`config.mk`:
```
export PLATFORM = sky130hd
export DESIGN_NAME = traffic_light_sequencer_flat
export DESIGN_NICKNAME = d
export VERILOG_FILES = /design/src/rtl/traffic_light_sequencer_if.sv /design/src/rtl/traffic_light_sequencer.sv /design/src/flat_wrapper.sv
export SDC_FILE = /design/constraint.sdc
export NUM_CORES = 1
export LEC_CHECK = 0
export CELL_PAD_IN_SITES_DETAIL_PLACEMENT = 1
export CELL_PAD_IN_SITES_GLOBAL_PLACEMENT = 1
export CORE_UTILIZATION = 47
export DETAILED_ROUTE_END_ITERATION = 7
export PLACE_DENSITY = 0.92
export SYNTH_ARGS = -nofsm -noshare
export SYNTH_HDL_FRONTEND = slang
export SYNTH_SLANG_ARGS = --single-unit
```
`constraint.sdc`:
```
create_clock -name clk_clk -period 4.3 [get_ports clk_clk]
set_clock_uncertainty 0.2 [all_clocks]
set_input_delay 0.86 -clock clk_clk [delete_from_list [all_inputs] [get_ports clk_clk]]
set_output_delay 0.86 -clock clk_clk [all_outputs]
set_load 0.03 [all_outputs]
```
`src/rtl/traffic_light_sequencer_if.sv`:
```
// traffic_light_sequencer_if: intersection control bundle.
// master drives enable/ns_req/ew_req and observes the lamp, countdown,
// phase and heartbeat outputs; slave (the sequencer) does the reverse.
interface traffic_light_sequencer_if;
    logic       enable;
    logic       ns_req;
    logic       ew_req;
    logic [2:0] tl_0;
    logic [2:0] tl_1;
    logic [2:0] tl_2;
    logic [2:0] tl_3;
    logic [7:0] countdown;
    logic [2:0] phase;
    logic       led;
    modport master (
        output enable, ns_req, ew_req,
        input  tl_0, tl_1, tl_2, tl_3, countdown, phase, led
    );
    modport slave (
        input  enable, ns_req, ew_req,
        output tl_0, tl_1, tl_2, tl_3, countdown, phase, led
    );
endinterface

```
`src/rtl/traffic_light_sequencer.sv`:
```
// traffic_light_sequencer: four-approach NS/EW phase sequencer with request latching,
// green rest and maintenance flash.
// Ports: clk_clk (clock), reset_reset (async active-high reset),
// bus.enable (1 = cycle, 0 = flash), bus.ns_req/ew_req (level sensors),
// bus.tl_0..tl_3 ({red,yellow,green}, 0/2 = NS, 1/3 = EW), bus.countdown
// (ticks left in phase), bus.phase (state code), bus.led (heartbeat).
module traffic_light_sequencer #(
    parameter int TICK_DIV = 50000000,
    parameter int GREEN_S  = 20,
    parameter int YELLOW_S = 3,
    parameter int ALLRED_S = 2
) (
    input logic                        clk_clk,
    input logic                        reset_reset,
    traffic_light_sequencer_if.slave   bus
);
    localparam int CW = $clog2(TICK_DIV);
    typedef enum logic [2:0] {
        NS_GREEN  = 3'd0,
        NS_YELLOW = 3'd1,
        ALLRED_A  = 3'd2,
        EW_GREEN  = 3'd3,
        EW_YELLOW = 3'd4,
        ALLRED_B  = 3'd5,
        FLASH     = 3'd6
    } state_t;
    state_t        state, nxt;
    logic [CW-1:0] cnt;
    logic [7:0]    cd, nxt_cd;
    logic          fb, nxt_fb;
    logic          entry;
    logic          ns_lat, ew_lat;
    logic          hb;
    logic [2:0]    ns_lamp, ew_lamp;
    logic          tick, rest;
    function automatic logic [7:0] dur(state_t s);
        return (s == NS_GREEN || s == EW_GREEN) ? 8'(GREEN_S) :
               (s == NS_YELLOW || s == EW_YELLOW) ? 8'(YELLOW_S) : 8'(ALLRED_S);
    endfunction
    assign tick = cnt == CW'(TICK_DIV - 1);
    // a green with no waiting cross traffic holds at countdown 1
    assign rest = (state == NS_GREEN && !ew_lat) || (state == EW_GREEN && !ns_lat);
    always_comb begin
        nxt    = state;
        nxt_cd = cd;
        nxt_fb = fb;
        if (!bus.enable) begin
            nxt    = FLASH;
            nxt_cd = 8'd0;
            nxt_fb = (state == FLASH && tick) ? ~fb : fb;
        end else if (state == FLASH) begin
            nxt    = ALLRED_B;
            nxt_cd = 8'(ALLRED_S);
            nxt_fb = 1'b0;
        end else if (tick && cd > 8'd1) begin
            nxt_cd = cd - 8'd1;
        end else if (tick && !rest) begin
            nxt    = (state == ALLRED_B) ? NS_GREEN : state_t'(state + 3'd1);
            nxt_cd = dur(nxt);
        end
    end
    always_ff @(posedge clk_clk or posedge reset_reset) begin
        if (reset_reset) begin
            state   <= ALLRED_B;
            cd      <= 8'(ALLRED_S);
            cnt     <= '0;
            hb      <= 1'b0;
            fb      <= 1'b0;
            entry   <= 1'b0;
            ns_lat  <= 1'b0;
            ew_lat  <= 1'b0;
            ns_lamp <= 3'b100;
            ew_lamp <= 3'b100;
        end else begin
            cnt     <= tick ? '0 : cnt + 1'b1;
            hb      <= hb ^ tick;
            state   <= nxt;
            cd      <= nxt_cd;
            fb      <= nxt_fb;
            entry   <= nxt != state;
            // lamps decode the next state so they move on the same edge as phase
            ns_lamp <= nxt == NS_GREEN ? 3'b001 : nxt == NS_YELLOW ? 3'b010 :
                       nxt == FLASH ? {1'b0, nxt_fb, 1'b0} : 3'b100;
            ew_lamp <= nxt == EW_GREEN ? 3'b001 : nxt == EW_YELLOW ? 3'b010 :
                       nxt == FLASH ? {1'b0, nxt_fb, 1'b0} : 3'b100;
            // the first cycle spent in a green clears its own request, beating a new one
            ns_lat  <= !(state == NS_GREEN && entry) && (ns_lat || bus.ns_req);
            ew_lat  <= !(state == EW_GREEN && entry) && (ew_lat || bus.ew_req);
        end
    end
    assign bus.tl_0      = ns_lamp;
    assign bus.tl_2      = ns_lamp;
    assign bus.tl_1      = ew_lamp;
    assign bus.tl_3      = ew_lamp;
    assign bus.countdown = cd;
    assign bus.phase     = state;
    assign bus.led       = hb;
endmodule
```
`src/flat_wrapper.sv`:
```
// flat-port wrapper written by rule: the top's interface ports become plain ports
module traffic_light_sequencer_flat 
#(
    parameter int TICK_DIV = 50000000,
    parameter int GREEN_S  = 20,
    parameter int YELLOW_S = 3,
    parameter int ALLRED_S = 2
)
  (clk_clk, reset_reset, bus_enable, bus_ns_req, bus_ew_req, bus_tl_0, bus_tl_1, bus_tl_2, bus_tl_3, bus_countdown, bus_phase, bus_led);
  traffic_light_sequencer_if bus_i ();
  input logic clk_clk;
  input logic reset_reset;
  input wire logic [$bits(bus_i.enable)-1:0] bus_enable;
  input wire logic [$bits(bus_i.ns_req)-1:0] bus_ns_req;
  input wire logic [$bits(bus_i.ew_req)-1:0] bus_ew_req;
  output wire logic [$bits(bus_i.tl_0)-1:0] bus_tl_0;
  output wire logic [$bits(bus_i.tl_1)-1:0] bus_tl_1;
  output wire logic [$bits(bus_i.tl_2)-1:0] bus_tl_2;
  output wire logic [$bits(bus_i.tl_3)-1:0] bus_tl_3;
  output wire logic [$bits(bus_i.countdown)-1:0] bus_countdown;
  output wire logic [$bits(bus_i.phase)-1:0] bus_phase;
  output wire logic [$bits(bus_i.led)-1:0] bus_led;
  assign bus_i.enable = bus_enable;
  assign bus_i.ns_req = bus_ns_req;
  assign bus_i.ew_req = bus_ew_req;
  assign bus_tl_0 = bus_i.tl_0;
  assign bus_tl_1 = bus_i.tl_1;
  assign bus_tl_2 = bus_i.tl_2;
  assign bus_tl_3 = bus_i.tl_3;
  assign bus_countdown = bus_i.countdown;
  assign bus_phase = bus_i.phase;
  assign bus_led = bus_i.led;
  traffic_light_sequencer #(.TICK_DIV(TICK_DIV), .GREEN_S(GREEN_S), .YELLOW_S(YELLOW_S), .ALLRED_S(ALLRED_S)) u_core (.clk_clk(clk_clk), .reset_reset(reset_reset), .bus(bus_i));
endmodule
```
==> metrics.txt <==
# TYPE chip_impl_metric gauge
chip_impl_metric{name="post-dp-hpwl",unit="mm"} 4.70
chip_impl_metric{name="r2r_cells",unit=""} 8
chip_impl_metric{name="peakVddDrop",unit="mV"} 0.195
chip_impl_metric{name="num_rows",unit=""} 26
chip_impl_metric{name="grt_usage",unit="%"} 23.6
chip_impl_metric{name="top_level_ports",unit=""} 29
chip_impl_metric{name="layout-area-overhead-vs-synth",unit="%"} 14.6
chip_impl_metric{name="cts_repair_resized_insts",unit=""} 0
chip_impl_metric{name="place_inst",unit=""} 355
chip_impl_metric{name="holdWs",unit="ns"} 0.266
chip_impl_metric{name="fp.dieArea",unit="mm2"} 0.00581
chip_impl_metric{name="timing.critical_path.fanout_max",unit=""} 12
chip_impl_metric{name="fin_tns_setup",unit="ns"} 0
chip_impl_metric{name="avgSynthCellArea",unit="um2"} 9.66
chip_impl_metric{name="number_of_enable_flip_flop_cells_after_synthesis",unit=""} 0
chip_impl_metric{name="postSynthCellCount",unit=""} 268
chip_impl_metric{name="grt_pass1_vias",unit=""} 2192
chip_impl_metric{name="global_route.overflow_total",unit=""} 0
chip_impl_metric{name="fraction_of_layout_instances_using_a_drive_strength_above_1",unit="%"} 11.3
chip_impl_metric{name="period_minus_slack",unit="ns"} 3.30
chip_impl_metric{name="wire_length_of_the_first_global_routing_pass",unit="mm"} 10.8
chip_impl_metric{name="detailroute.via_count",unit=""} 2088
chip_impl_metric{name="relative_slew_margins",unit="%"} 32.9
chip_impl_metric{name="fp.dieW",unit="um"} 76.2
chip_impl_metric{name="finalMaxSlewViolations",unit=""} 0
chip_impl_metric{name="synth.ff_latch_count",unit=""} 48
chip_impl_info{name="cp-start-kind",value="register"} 1
chip_impl_info{name="layout.cells.most_common",value="sky130_fd_sc_hd__dfrtp_1"} 1
chip_impl_info{name="clk_root_buffer_cell",value="sky130_fd_sc_hd__clkbuf_8"} 1
chip_impl_info{name="layout.cells.most_common_list",value="sky130_fd_sc_hd__dfrtp_1, sky130_fd_sc_hd__nor2_1, sky130_fd_sc_hd__clkdlybuf4s50_1"} 1
chip_impl_metric{name="drt_pass1_iterations",unit=""} 4
chip_impl_info{name="reg2reg_launch_point",value="u_core.bus.phase[0]$_DFF_PP1_"} 1
chip_impl_metric{name="min_delay_path_depth",unit=""} 1
chip_impl_metric{name="grt_antenna_before_repair",unit=""} 0
chip_impl_metric{name="drt_wl_total",unit="mm"} 6.36
chip_impl_metric{name="power_density",unit="mW/mm2"} 308
chip_impl_metric{name="buffer_ports.inserted",unit=""} 28
chip_impl_info{name="worstHoldPathType",value="register to register"} 1
chip_impl_metric{name="cts.path.max_buffers",unit=""} 2
chip_impl_metric{name="asyncSetResetFlopFracSynth",unit="%"} 100
chip_impl_metric{name="gp_congestion",unit=""} 0.813
chip_impl_info{name="grt_setup_unrepaired",value="no"} 1
chip_impl_metric{name="ant_nets",unit=""} 0
chip_impl_metric{name="cts.hold.buffers_added",unit=""} 0
chip_impl_metric{name="syn_area",unit="mm2"} 0.00259
chip_impl_metric{name="final_worst_path_cycle_share",unit="%"} 76.9
chip_impl_metric{name="yosysWarningCount",unit=""} 0
chip_impl_metric{name="initial_utilization",unit="%"} 49.8
chip_impl_info{name="cp-end-kind",value="register"} 1
chip_impl_info{name="hold_path.startpoint",value="u_core.entry$_DFF_PP0_"} 1
chip_impl_metric{name="clkSinkCount",unit=""} 48
chip_impl_metric{name="drt-wirelength-per-cell",unit="um"} 17.5
chip_impl_metric{name="totalPowerFinal",unit="uW"} 914
chip_impl_metric{name="cts_made_buffers",unit=""} 5
chip_impl_metric{name="part_of_the_yosys_area_used_for_sequential_elements",unit="%"} 46.6
chip_impl_metric{name="cp.arrival",unit="ns"} 3.31
chip_impl_metric{name="chipHeight",unit="um"} 76.2
chip_impl_metric{name="setup_viol",unit=""} 0
chip_impl_metric{name="final_hold_fails",unit=""} 0
chip_impl_metric{name="total_number_of_h_tree_levels",unit=""} 2
chip_impl_info{name="timing_worst_setup_path_type",value="register to register"} 1
chip_impl_metric{name="setup_slack",unit="ns"} 0.995
chip_impl_info{name="tritoncts",value="done"} 1
chip_impl_metric{name="timing.max_cap.violations",unit=""} 0
chip_impl_metric{name="core-area",unit="mm2"} 0.00520
chip_impl_metric{name="total_leakage_power",unit="uW"} 0.00128
chip_impl_info{name="whs_endpoint",value="u_core.ns_lat$_DFF_PP0_"} 1
chip_impl_metric{name="layout.cells.non_filler",unit=""} 363
chip_impl_metric{name="count_of_unresolved_drc_violations_after_routing",unit=""} 0
chip_impl_metric{name="synth_fp_nets",unit=""} 277
chip_impl_metric{name="tightest_slew",unit="ns"} 1.00
chip_impl_metric{name="routed_via_density",unit=""} 5.75
chip_impl_metric{name="worst-r2r-setup-slack",unit="ns"} 1.0
chip_impl_metric{name="grt_max_degree",unit=""} 49
chip_impl_metric{name="detail_route.iter0.violations",unit=""} 103
chip_impl_metric{name="placement.setup.worst_slack",unit="ns"} 1.06
chip_impl_info{name="status",value="finished clean"} 1
chip_impl_info{name="dominantRegCellSynth",value="sky130_fd_sc_hd__dfrtp_1"} 1
chip_impl_metric{name="clk_pin_slew",unit="ns"} 0.09
chip_impl_metric{name="nets",unit=""} 301
chip_impl_metric{name="number_of_filler_cells_placed_in_the_layout",unit=""} 603
chip_impl_metric{name="antennaDiodeCount",unit=""} 0
chip_impl_metric{name="maxClockFrequency",unit="MHz"} 303
chip_impl_metric{name="worst_endpoint_required_time",unit="ns"} 4.30
chip_impl_metric{name="clock_latency_at_the_later_pin_of_the_worst_skew_pair",unit="ns"} 0.31
chip_impl_metric{name="post_synth_num_cell_types",unit=""} 51
chip_impl_info{name="worstReg2RegEnd",value="u_core.bus.countdown[0]$_DFFE_PP0P_"} 1
chip_impl_metric{name="postCtsSetupBuffers",unit=""} 0
[kinds of logic (layout without fill, tap and decap cells)]
kind of cell | after synthesis | after routing | share of synthesized area, %
compound gates | 33 | 33 | 8.45
xor+xnor | 23 | 23 | 7.78
fa+ha+maj | 4 | 4 | 1.93
buf+inv | 27 | 52 | 5.46
flops | 48 | 48 | 46.6
mux | 3 | 3 | 1.35
simple gates | 130 | 130 | 28.4
[power by group]
| group | total, uW | switching (uW) | internal [uW] |
|---|---|---|---|
| clock network | 268 | 154 | 115 |
| registers | 484 | 15.8 | 469 |
| logic | 161 | 99.7 | 61.4 |
[Yosys cell counts, types with 3 or more instances]
cell type / n / area, um2
sky130_fd_sc_hd__a21oi_1: 9 / 45.0
sky130_fd_sc_hd__a31oi_1: 3 / 18.8
sky130_fd_sc_hd__and3_2: 3 / 22.5
sky130_fd_sc_hd__and4_1: 3 / 26.3
sky130_fd_sc_hd__buf_4: 6 / 45.0
sky130_fd_sc_hd__clkbuf_1: 3 / 11.3
sky130_fd_sc_hd__dfrtp_1: 43 / 1080
sky130_fd_sc_hd__dfstp_2: 5 / 131
sky130_fd_sc_hd__ha_1: 4 / 50.1
sky130_fd_sc_hd__inv_1: 13 / 48.8
sky130_fd_sc_hd__nand2_1: 14 / 52.6
sky130_fd_sc_hd__nand2b_1: 3 / 18.8
sky130_fd_sc_hd__nand3_1: 18 / 90.1
sky130_fd_sc_hd__nand4_1: 8 / 50.1
sky130_fd_sc_hd__nor2_1: 40 / 150
sky130_fd_sc_hd__nor3_1: 13 / 65.1
sky130_fd_sc_hd__o21ai_0: 10 / 50.1
sky130_fd_sc_hd__or3_1: 3 / 18.8
sky130_fd_sc_hd__xnor2_1: 14 / 123
sky130_fd_sc_hd__xor2_1: 9 / 78.8
[sequential cells by signal, summed over array words and instances, names as in the netlist]
register	cells
u_core.bus.tl_0	3
u_core.ns_lat	1
u_core.cnt	26
u_core.bus.tl_1	3
u_core.fb	1
u_core.bus.phase	3
u_core.entry	1
u_core.ew_lat	1
u_core.bus.countdown	8
u_core.bus.led	1
[final cells by class]
type / instances / area, um2 / share of cell area (%)
Tap cell: 70 / 87.6 / 2.95
Multi-Input combinational cell: 193 / 1250 / 42.0
Inverter: 15 / 57.6 / 1.94
Clock inverter: 1 / 5.00 / 0.169
Sequential cell: 48 / 1210 / 40.7
Clock buffer: 7 / 76.3 / 2.57
Timing Repair Buffer: 29 / 288 / 9.70
[routing by layer]
metal | track usage [%] | vias to the layer above | wire length (um)
met5 | 0 | - | 0
met4 | 8.08 | 0 | 115
met3 | 4.43 | 10 | 189
met2 | 40.4 | 42 | 3200
met1 | 29.9 | 1063 | 2860
li1 | - | 973 | -
[critical path: stages, from the launching register on]
cell                       delay [ns]
sky130_fd_sc_hd__dfstp_2         0.64
sky130_fd_sc_hd__and2_1          0.25
sky130_fd_sc_hd__ha_1            0.21
sky130_fd_sc_hd__or2b_2          0.33
sky130_fd_sc_hd__a21boi_0        0.19
sky130_fd_sc_hd__nand2b_1        0.21
sky130_fd_sc_hd__a21oi_1         0.75
sky130_fd_sc_hd__nor4_1          0.11
sky130_fd_sc_hd__a211o_1         0.31
[per-stage QoR]
stage / utilization, % / area [um2]
finish: 57.0 / 2970
global route: 57.0 / 2970
CTS: 57.0 / 2970
detailed placement: 55.5 / 2890
global placement: 55.5 / 2890
floorplan: - / 2590
[worst max path at each step]
stage	slack (ns)	cells past startpoint	from	endpoint
after floorplan	1.51	10	u_core.bus.phase[0]$_DFF_PP1_	u_core.bus.countdown[2]$_DFFE_PP0P_
after global placement	1.20	5	bus_enable	u_core.bus.countdown[0]$_DFFE_PP0P_
after detailed placement	1.06	8	u_core.bus.phase[0]$_DFF_PP1_	u_core.bus.countdown[0]$_DFFE_PP0P_
after CTS	1.04	8	u_core.bus.phase[0]$_DFF_PP1_	u_core.bus.countdown[0]$_DFFE_PP0P_
after global routing	0.80	8	u_core.bus.phase[0]$_DFF_PP1_	u_core.bus.countdown[0]$_DFFE_PP0P_
final	1.0	8	u_core.bus.phase[0]$_DFF_PP1_	u_core.bus.countdown[0]$_DFFE_PP0P_
Note: power is estimated with default switching activity, not from simulation.
